**src/rtl/PS2_pkg.sv**
```systemverilog
// rtl/PS2_pkg.sv - shared PS2 state encoding, default timing constants and parity helper
package PS2_pkg;

  typedef enum logic [2:0] {
    S_IDLE,
    S_INHIBIT,
    S_REQUEST,
    S_SEND_BITS,
    S_WAIT_ACK,
    S_WAIT_RELEASE
  } ps2_tx_state_t;

  // 100 us of clock inhibit and a 20 ms abort window at 50 MHz
  localparam logic [12:0] DEFAULT_INHIBIT_COUNT = 13'd5000;
  localparam logic [19:0] DEFAULT_TIMEOUT_COUNT = 20'd1000000;

  // PS2 frames carry odd parity: the bit is 1 when the byte has an even count of ones
  function automatic logic odd_parity(input logic [7:0] data);
    return ~^data;
  endfunction

endpackage

```
**src/rtl/PS2_line_sync.sv**
```systemverilog
// rtl/PS2_line_sync.sv - two-flop synchronizers for both PS2 lines plus clock falling-edge detect
module PS2_line_sync (
  input  logic CLOCK_50_I,
  input  logic resetn,
  input  logic PS2_CLOCK_I,
  input  logic PS2_DATA_I,
  output logic clock_synced,
  output logic data_synced,
  output logic clock_fall
);

  logic clock_meta;
  logic data_meta;
  logic clock_prev;

  // Idle PS2 lines float high, so every stage resets to 1 to avoid a phantom edge
  always_ff @(posedge CLOCK_50_I or negedge resetn) begin
    if (!resetn) begin
      clock_meta   <= 1'b1;
      clock_synced <= 1'b1;
      clock_prev   <= 1'b1;
      data_meta    <= 1'b1;
      data_synced  <= 1'b1;
    end else begin
      clock_meta   <= PS2_CLOCK_I;
      clock_synced <= clock_meta;
      clock_prev   <= clock_synced;
      data_meta    <= PS2_DATA_I;
      data_synced  <= data_meta;
    end
  end

  assign clock_fall = clock_prev & ~clock_synced;

endmodule

```
**src/rtl/ps2_transmitter.sv**
```systemverilog
// rtl/ps2_transmitter.sv - host-to-device PS2 byte transmitter with inhibit, ack check and timeout
module ps2_transmitter
  import PS2_pkg::*;
#(
  parameter logic [12:0] INHIBIT_COUNT = DEFAULT_INHIBIT_COUNT,
  parameter logic [19:0] TIMEOUT_COUNT = DEFAULT_TIMEOUT_COUNT
) (
  input  logic       CLOCK_50_I,
  input  logic       resetn,
  input  logic       TX_start,
  input  logic [7:0] TX_data,
  output logic       TX_busy,
  output logic       TX_done,
  output logic       TX_error,
  input  logic       PS2_CLOCK_I,
  input  logic       PS2_DATA_I,
  output logic       PS2_clock_oe,
  output logic       PS2_data_oe
);

  ps2_tx_state_t state;
  logic [9:0]    shift_reg;
  logic [3:0]    bit_cnt;
  logic [12:0]   inhibit_cnt;
  logic [19:0]   timeout_cnt;
  logic          acked;
  logic          clock_synced;
  logic          data_synced;
  logic          clock_fall;
  logic          timed_out;

  PS2_line_sync u_line_sync (
    .CLOCK_50_I   (CLOCK_50_I),
    .resetn       (resetn),
    .PS2_CLOCK_I  (PS2_CLOCK_I),
    .PS2_DATA_I   (PS2_DATA_I),
    .clock_synced (clock_synced),
    .data_synced  (data_synced),
    .clock_fall   (clock_fall)
  );

  assign TX_busy   = (state != S_IDLE);
  assign timed_out = (state == S_SEND_BITS || state == S_WAIT_ACK || state == S_WAIT_RELEASE)
                     && (timeout_cnt == TIMEOUT_COUNT - 20'd1);

  // Frame sequencer: inhibit, request-to-send, shift bits on device clock, check ack, wait for idle bus
  always_ff @(posedge CLOCK_50_I or negedge resetn) begin
    if (!resetn) begin
      state        <= S_IDLE;
      shift_reg    <= '0;
      bit_cnt      <= '0;
      inhibit_cnt  <= '0;
      timeout_cnt  <= '0;
      acked        <= 1'b0;
      PS2_clock_oe <= 1'b0;
      PS2_data_oe  <= 1'b0;
      TX_done      <= 1'b0;
      TX_error     <= 1'b0;
    end else begin
      TX_done  <= 1'b0;
      TX_error <= 1'b0;
      if (timed_out) begin
        // Device stopped clocking: abandon the frame and free both lines
        PS2_clock_oe <= 1'b0;
        PS2_data_oe  <= 1'b0;
        TX_error     <= 1'b1;
        state        <= S_IDLE;
      end else begin
        case (state)
          S_IDLE: begin
            if (TX_start) begin
              shift_reg    <= {1'b1, odd_parity(TX_data), TX_data};
              bit_cnt      <= '0;
              inhibit_cnt  <= '0;
              PS2_clock_oe <= 1'b1;
              state        <= S_INHIBIT;
            end
          end
          S_INHIBIT: begin
            // Leave one cycle for S_REQUEST so the clock is held low exactly INHIBIT_COUNT cycles
            if (inhibit_cnt == INHIBIT_COUNT - 13'd2) begin
              PS2_data_oe <= 1'b1;
              state       <= S_REQUEST;
            end else begin
              inhibit_cnt <= inhibit_cnt + 13'd1;
            end
          end
          S_REQUEST: begin
            PS2_clock_oe <= 1'b0;
            timeout_cnt  <= '0;
            state        <= S_SEND_BITS;
          end
          S_SEND_BITS: begin
            timeout_cnt <= timeout_cnt + 20'd1;
            if (clock_fall) begin
              PS2_data_oe <= ~shift_reg[0];
              shift_reg   <= {1'b0, shift_reg[9:1]};
              bit_cnt     <= bit_cnt + 4'd1;
              if (bit_cnt == 4'd9) begin
                state <= S_WAIT_ACK;
              end
            end
          end
          S_WAIT_ACK: begin
            timeout_cnt <= timeout_cnt + 20'd1;
            if (clock_fall) begin
              acked <= ~data_synced;
              state <= S_WAIT_RELEASE;
            end
          end
          S_WAIT_RELEASE: begin
            timeout_cnt <= timeout_cnt + 20'd1;
            if (clock_synced && data_synced) begin
              TX_done  <= acked;
              TX_error <= ~acked;
              state    <= S_IDLE;
            end
          end
          default: begin
            state <= S_IDLE;
          end
        endcase
      end
    end
  end

endmodule

```
**config.mk**
```make
export PLATFORM = sky130hd
export DESIGN_NAME = ps2_transmitter
export DESIGN_NICKNAME = d
export VERILOG_FILES = /design/src/rtl/PS2_pkg.sv /design/src/rtl/PS2_line_sync.sv /design/src/rtl/ps2_transmitter.sv
export SDC_FILE = /design/constraint.sdc
export NUM_CORES = 1
export LEC_CHECK = 0
export ABC_AREA = 1
export BUFFER_PORTS_ARGS = -buffer_cell sky130_fd_sc_hd__buf_4
export CORE_ASPECT_RATIO = 2
export CORE_MARGIN = 4
export CORE_UTILIZATION = 30
export DETAILED_ROUTE_END_ITERATION = 10
export PLACE_DENSITY_LB_ADDON = 0.3
export SYNTH_ARGS = -nofsm -noshare
export SYNTH_HDL_FRONTEND = slang
export SYNTH_HIERARCHICAL = 1
export SYNTH_SLANG_ARGS = --single-unit
```
**constraint.sdc**
```tcl
create_clock -name CLOCK_50_I -period 5.4 [get_ports CLOCK_50_I]
set_clock_uncertainty 0.05 [all_clocks]
set_input_delay 0.54 -clock CLOCK_50_I [delete_from_list [all_inputs] [get_ports CLOCK_50_I]]
set_output_delay 0.54 -clock CLOCK_50_I [all_outputs]
set_load 0.03 [all_outputs]
```
==> results.md <==
| Step | Parameter | Reported |
|:---|:---|:---|
| layout | Final standard cell count with taps included and fillers excluded | 716 |
| job | Number of max-cap violations | 0 |
| timing | Share of the clock period used by the worst path | 41.7% |
| global routing | GRT Max-Usage Layer | met2 |
| global routing | Global-route wire length before repair | 15300 µm |
| clock network | Count of buffers added by post-CTS timing repair for setup | 0 |
| power and ir drop | IR Drop Worst-Case VDD | 261 µV |
| setup path | Worst reg-to-reg setup slack | 3.15 ns |
| detailed routing | Drt wl/cell | 12.5 µm |
| setup path | Worst setup EP type | flop |
| clock network | H-tree level count | 3 |
| setup path | List of cells traversed by the critical path | nand2_1 > nor2_1 > nand2_1 > nand2_1 > nor2_1 > nand2_1 > nand2_1 > nand2_1 > nand2_1 > nand2_1 |
| detailed routing | DRC viols | 0 |
| yosys | Post-synthesis register bit count | 60 |
| yosys | Area of the mapped netlist | 3710 µm² |
| timing | Pins Over Slew Limit | 0 |
| timing | Worst Max-Slew Pin Slew | 1.08 ns |
| placement | Placed Cells incl. Taps | 700 |
| detailed routing | Via-to-Cell Ratio | 4.82 |
| layout | Share of layout cells above drive strength 1 | 9.14% |
| layout | Area Growth Syn to Fin | 14.5% |
| layout | Register cell area after layout | 1510 µm² |
| setup path | Data arrival time at the worst-slack endpoint | 2.46 ns |
| clock network | Number of clock sinks | 60 |
| detailed routing | Total via count in the routed design | 3454 |
| hold path | Classification of the worst-slack hold path | input port to asynchronous set/reset pin |
| run status | Outcome | completed |
| floorplan | Count of standard-cell rows | 57 |
| timing | RSZ-0062 raised after global routing | false |
| setup path | Critical Path Max Stage Delay | 0.82 ns |
| layout | Number of fill cells in the layout | 1306 |
| setup path | Cell family with the largest share of critical-path delay | simple AND/OR/NAND/NOR gates |
| placement | Final weighted congestion in routability-driven placement | 0.931 |
| timing | Post-layout minimum cycle time | 2.25 ns |
| timing | Fin Setup TNS | 0 ns |
| global routing | Global route overflow | 0 |
| layout | Diodes inserted | 0 |
| layout | Combined area of the multi-input logic cells | 1940 µm² |
| placement | DP Wirelength | 6800 µm |
| floorplan | Vertical die dimension | 165 µm |
| timing | Worst hold slack | 0.225 ns |
| clock network | Clock slew seen by the registers of the worst setup and hold paths | 0.05 ns |
| clock network | Library cell used as clock root buffer | sky130_fd_sc_hd__clkbuf_16 |
| setup path | Type of the setup path with the least slack | flop to flop |
| global routing | Overall routing resource usage | 13.7% |
| clock network | Number of CTS-inserted buffers | 9 |
| layout | Flip-flop count of the largest register, all copies and words added | 20 |
| yosys | Commonest register cell after synthesis | sky130_fd_sc_hd__dfrtp_1 |
| layout | Net count, final | 582 |
| global routing | Maximum number of pins on one net before global-route repair | 61 |
| placement | Total of buffers placed on input and output ports | 17 |
| floorplan | Top-level I/O count | 18 |
| setup path | CP startpoint kind | flop |
| setup path | Largest fanout of any net on the critical path | 20 |
| placement | Post-placement worst setup slack | 3.11 ns |
| detailed routing | Total wirelength of the detailed-routed design | 8970 µm |
| detailed routing | First DRT Iteration DRCs | 147 |
| global routing | Routing usage on met2 | 25.3% |
| clock network | Latest clock arrival within the worst-skew pair | 0.33 ns |
| clock network | Gates resized, CTS repair | 0 |
| timing | Final Hold Vio Count | 0 |
| floorplan | Core ar. | 12100 µm² |
| yosys | Number of synthesis warnings | 6 |
| yosys | Net count after synthesis | 563 |
| global routing | Met3 Use GR | 2.93% |
| clock network | Clock tree from TritonCTS | done |
| timing | Highest attainable clock frequency | 444 MHz |
| yosys | Proportion of synthesized chip area in sequential cells | 40.7% |
| detailed routing | Post-route ant nets | 0 |
| yosys | Average size of a mapped cell | 6.80 µm² |
| yosys | Number of flops mapped to enable cells by yosys | 0 |
| power and ir drop | Static leakage | 1.98 nW |
| detailed routing | DRT Pass-1 Iters | 4 |
| timing | Crit path setup slack, layout | 3.15 ns |
| global routing | Initial antenna violation count | 0 |
| setup path | Required time at the worst-slack endpoint | 5.61 ns |
| floorplan | Die Area | 14300 µm² |
| timing | Endpoints failing setup | 0 |
| power and ir drop | Power density over the cells | 407 nW/µm² |
| timing | Rel. slew slack | 27.8% |
| yosys | Ys async rst share | 100% |
| floorplan | Starting density of the core | 30.6% |
| global routing | GR Layer Usage met1 | 13.3% |
| setup path | Count of buffer and inverter cells on the critical path | 0 |
| yosys | Number of standard cells after synthesis | 545 |
| clock network | Number of hold buffers added after cts | 0 |
| clock network | Number of buffers between clock root and the deepest sink | 2 |
| yosys | Netlist cell types | 33 |
| setup path | Cell repeated most along the worst path | sky130_fd_sc_hd__nand2_1 |
| setup path | Slowest cell on crit path | sky130_fd_sc_hd__nor2_1 |
| floorplan | Die width | 86.6 µm |
| global routing | Via count of the first global-routing pass | 3457 |
[placed cells by master, fill, tap and decap left out, types with 6 or more instances in the layout]
master and count:
sky130_fd_sc_hd__buf_4 17, sky130_fd_sc_hd__nand3_1 52, sky130_fd_sc_hd__xor2_1 11, sky130_fd_sc_hd__inv_1 52
sky130_fd_sc_hd__nand4_1 6, sky130_fd_sc_hd__clkbuf_16 9, sky130_fd_sc_hd__o21ai_0 26, sky130_fd_sc_hd__dfrtp_1 55
sky130_fd_sc_hd__nor2_1 61, sky130_fd_sc_hd__nand2_1 220
[cell usage after synthesis, types with 2 or more instances]
| cell | n | area (µm²) |
|---|---|---|
| sky130_fd_sc_hd__nand3b_1 | 3 | 22.5 |
| sky130_fd_sc_hd__o21bai_1 | 2 | 15.0 |
| sky130_fd_sc_hd__nor2_1 | 61 | 229 |
| sky130_fd_sc_hd__inv_1 | 52 | 195 |
| sky130_fd_sc_hd__dfstp_2 | 5 | 131 |
| sky130_fd_sc_hd__ha_1 | 5 | 62.6 |
| sky130_fd_sc_hd__nor2_4 | 2 | 22.5 |
| sky130_fd_sc_hd__o21ai_1 | 3 | 15.0 |
| sky130_fd_sc_hd__o21ai_0 | 26 | 130 |
| sky130_fd_sc_hd__buf_2 | 4 | 20.0 |
| sky130_fd_sc_hd__o22ai_1 | 4 | 25.0 |
| sky130_fd_sc_hd__inv_2 | 3 | 11.3 |
| sky130_fd_sc_hd__dfrtp_1 | 55 | 1380 |
| sky130_fd_sc_hd__or2_2 | 2 | 12.5 |
| sky130_fd_sc_hd__nand2_1 | 220 | 826 |
| sky130_fd_sc_hd__nand3_2 | 2 | 20.0 |
| sky130_fd_sc_hd__nand4_1 | 6 | 37.5 |
| sky130_fd_sc_hd__nor3_1 | 3 | 15.0 |
| sky130_fd_sc_hd__nand2_2 | 3 | 18.8 |
| sky130_fd_sc_hd__buf_4 | 3 | 22.5 |
| sky130_fd_sc_hd__nand3_1 | 52 | 260 |
| sky130_fd_sc_hd__xnor2_1 | 2 | 17.5 |
| sky130_fd_sc_hd__nor2_2 | 3 | 18.8 |
| sky130_fd_sc_hd__xor2_1 | 11 | 96.3 |
| sky130_fd_sc_hd__a21oi_1 | 5 | 25.0 |
[worst reg2reg max path, cell delays in order (launching register included)]
cell and delay [ns]:
sky130_fd_sc_hd__dfrtp_1 0.50, sky130_fd_sc_hd__nand2_1 0.09, sky130_fd_sc_hd__nor2_1 0.82, sky130_fd_sc_hd__nand2_1 0.15
sky130_fd_sc_hd__nand2_1 0.11, sky130_fd_sc_hd__nor2_1 0.05, sky130_fd_sc_hd__nand2_1 0.05, sky130_fd_sc_hd__nand2_1 0.09
sky130_fd_sc_hd__nand2_1 0.14, sky130_fd_sc_hd__nand2_1 0.07, sky130_fd_sc_hd__nand2_1 0.07
[worst paths after layout]
path,from,endpoint,cells after the start
max,state[0]$_DFFE_PN0P_,state[0]$_DFFE_PN0P_,10
min,resetn,bit_cnt[3]$_DFFE_PN0P_,1
max reg2reg,state[0]$_DFFE_PN0P_,state[0]$_DFFE_PN0P_,10
min reg2reg,u_line_sync/clock_meta$_DFF_PN1_,u_line_sync/clock_synced$_DFF_PN1_,0
max in group asynchronous,resetn,timeout_cnt[19]$_DFFE_PN0P_,1
min in group CLOCK_50_I,PS2_DATA_I,u_line_sync/data_meta$_DFF_PN1_,1
[kinds of logic (layout without fill, tap and decap cells)]
logic type | count (synthesis) | in the layout | share of synthesized area, %
and+or+nand+nor | 362 | 362 | 41.6
buffers and inverters | 64 | 88 | 7.12
DFF | 60 | 60 | 40.7
AOI/OAI and AO/OA | 41 | 41 | 5.87
xor gates and xnor gates | 13 | 13 | 3.07
adders and majority gates | 5 | 5 | 1.69
[metrics by stage]
step                util [%]  instance area [µm²]  power, mW
floorplan                  -                 3710       1.07
global placement        32.7                 3960       1.19
detailed placement      32.7                 3960       1.21
CTS                     35.0                 4250       1.75
global route            35.0                 4250       1.86
finish                  35.0                 4250       1.73
[report_power, final]
group	leakage (nW)	switching, mW	internal, mW
sequential	0.790	0.0696	0.531
combinational	1.05	0.426	0.166
clock	0.140	0.187	0.347
[final cells by class]
class / instances / share of cell area (%)
repair buffers: 17 / 3.01
flip-flops and latches: 60 / 35.5
multi-input cells: 421 / 45.6
clock inverters: 1 / 0.118
well taps: 147 / 4.33
clock buffers: 15 / 6.54
inverters: 55 / 4.86
[layer usage]
| metal | share of wire, % | wire, µm |
|---|---|---|
| met3 | 3.3 | 294 |
| met4 | 4.4 | 399 |
| met5 | 0 | 0 |
| met2 | 55 | 4900 |
| met1 | 38 | 3380 |
(Power assumes the default switching activity.)
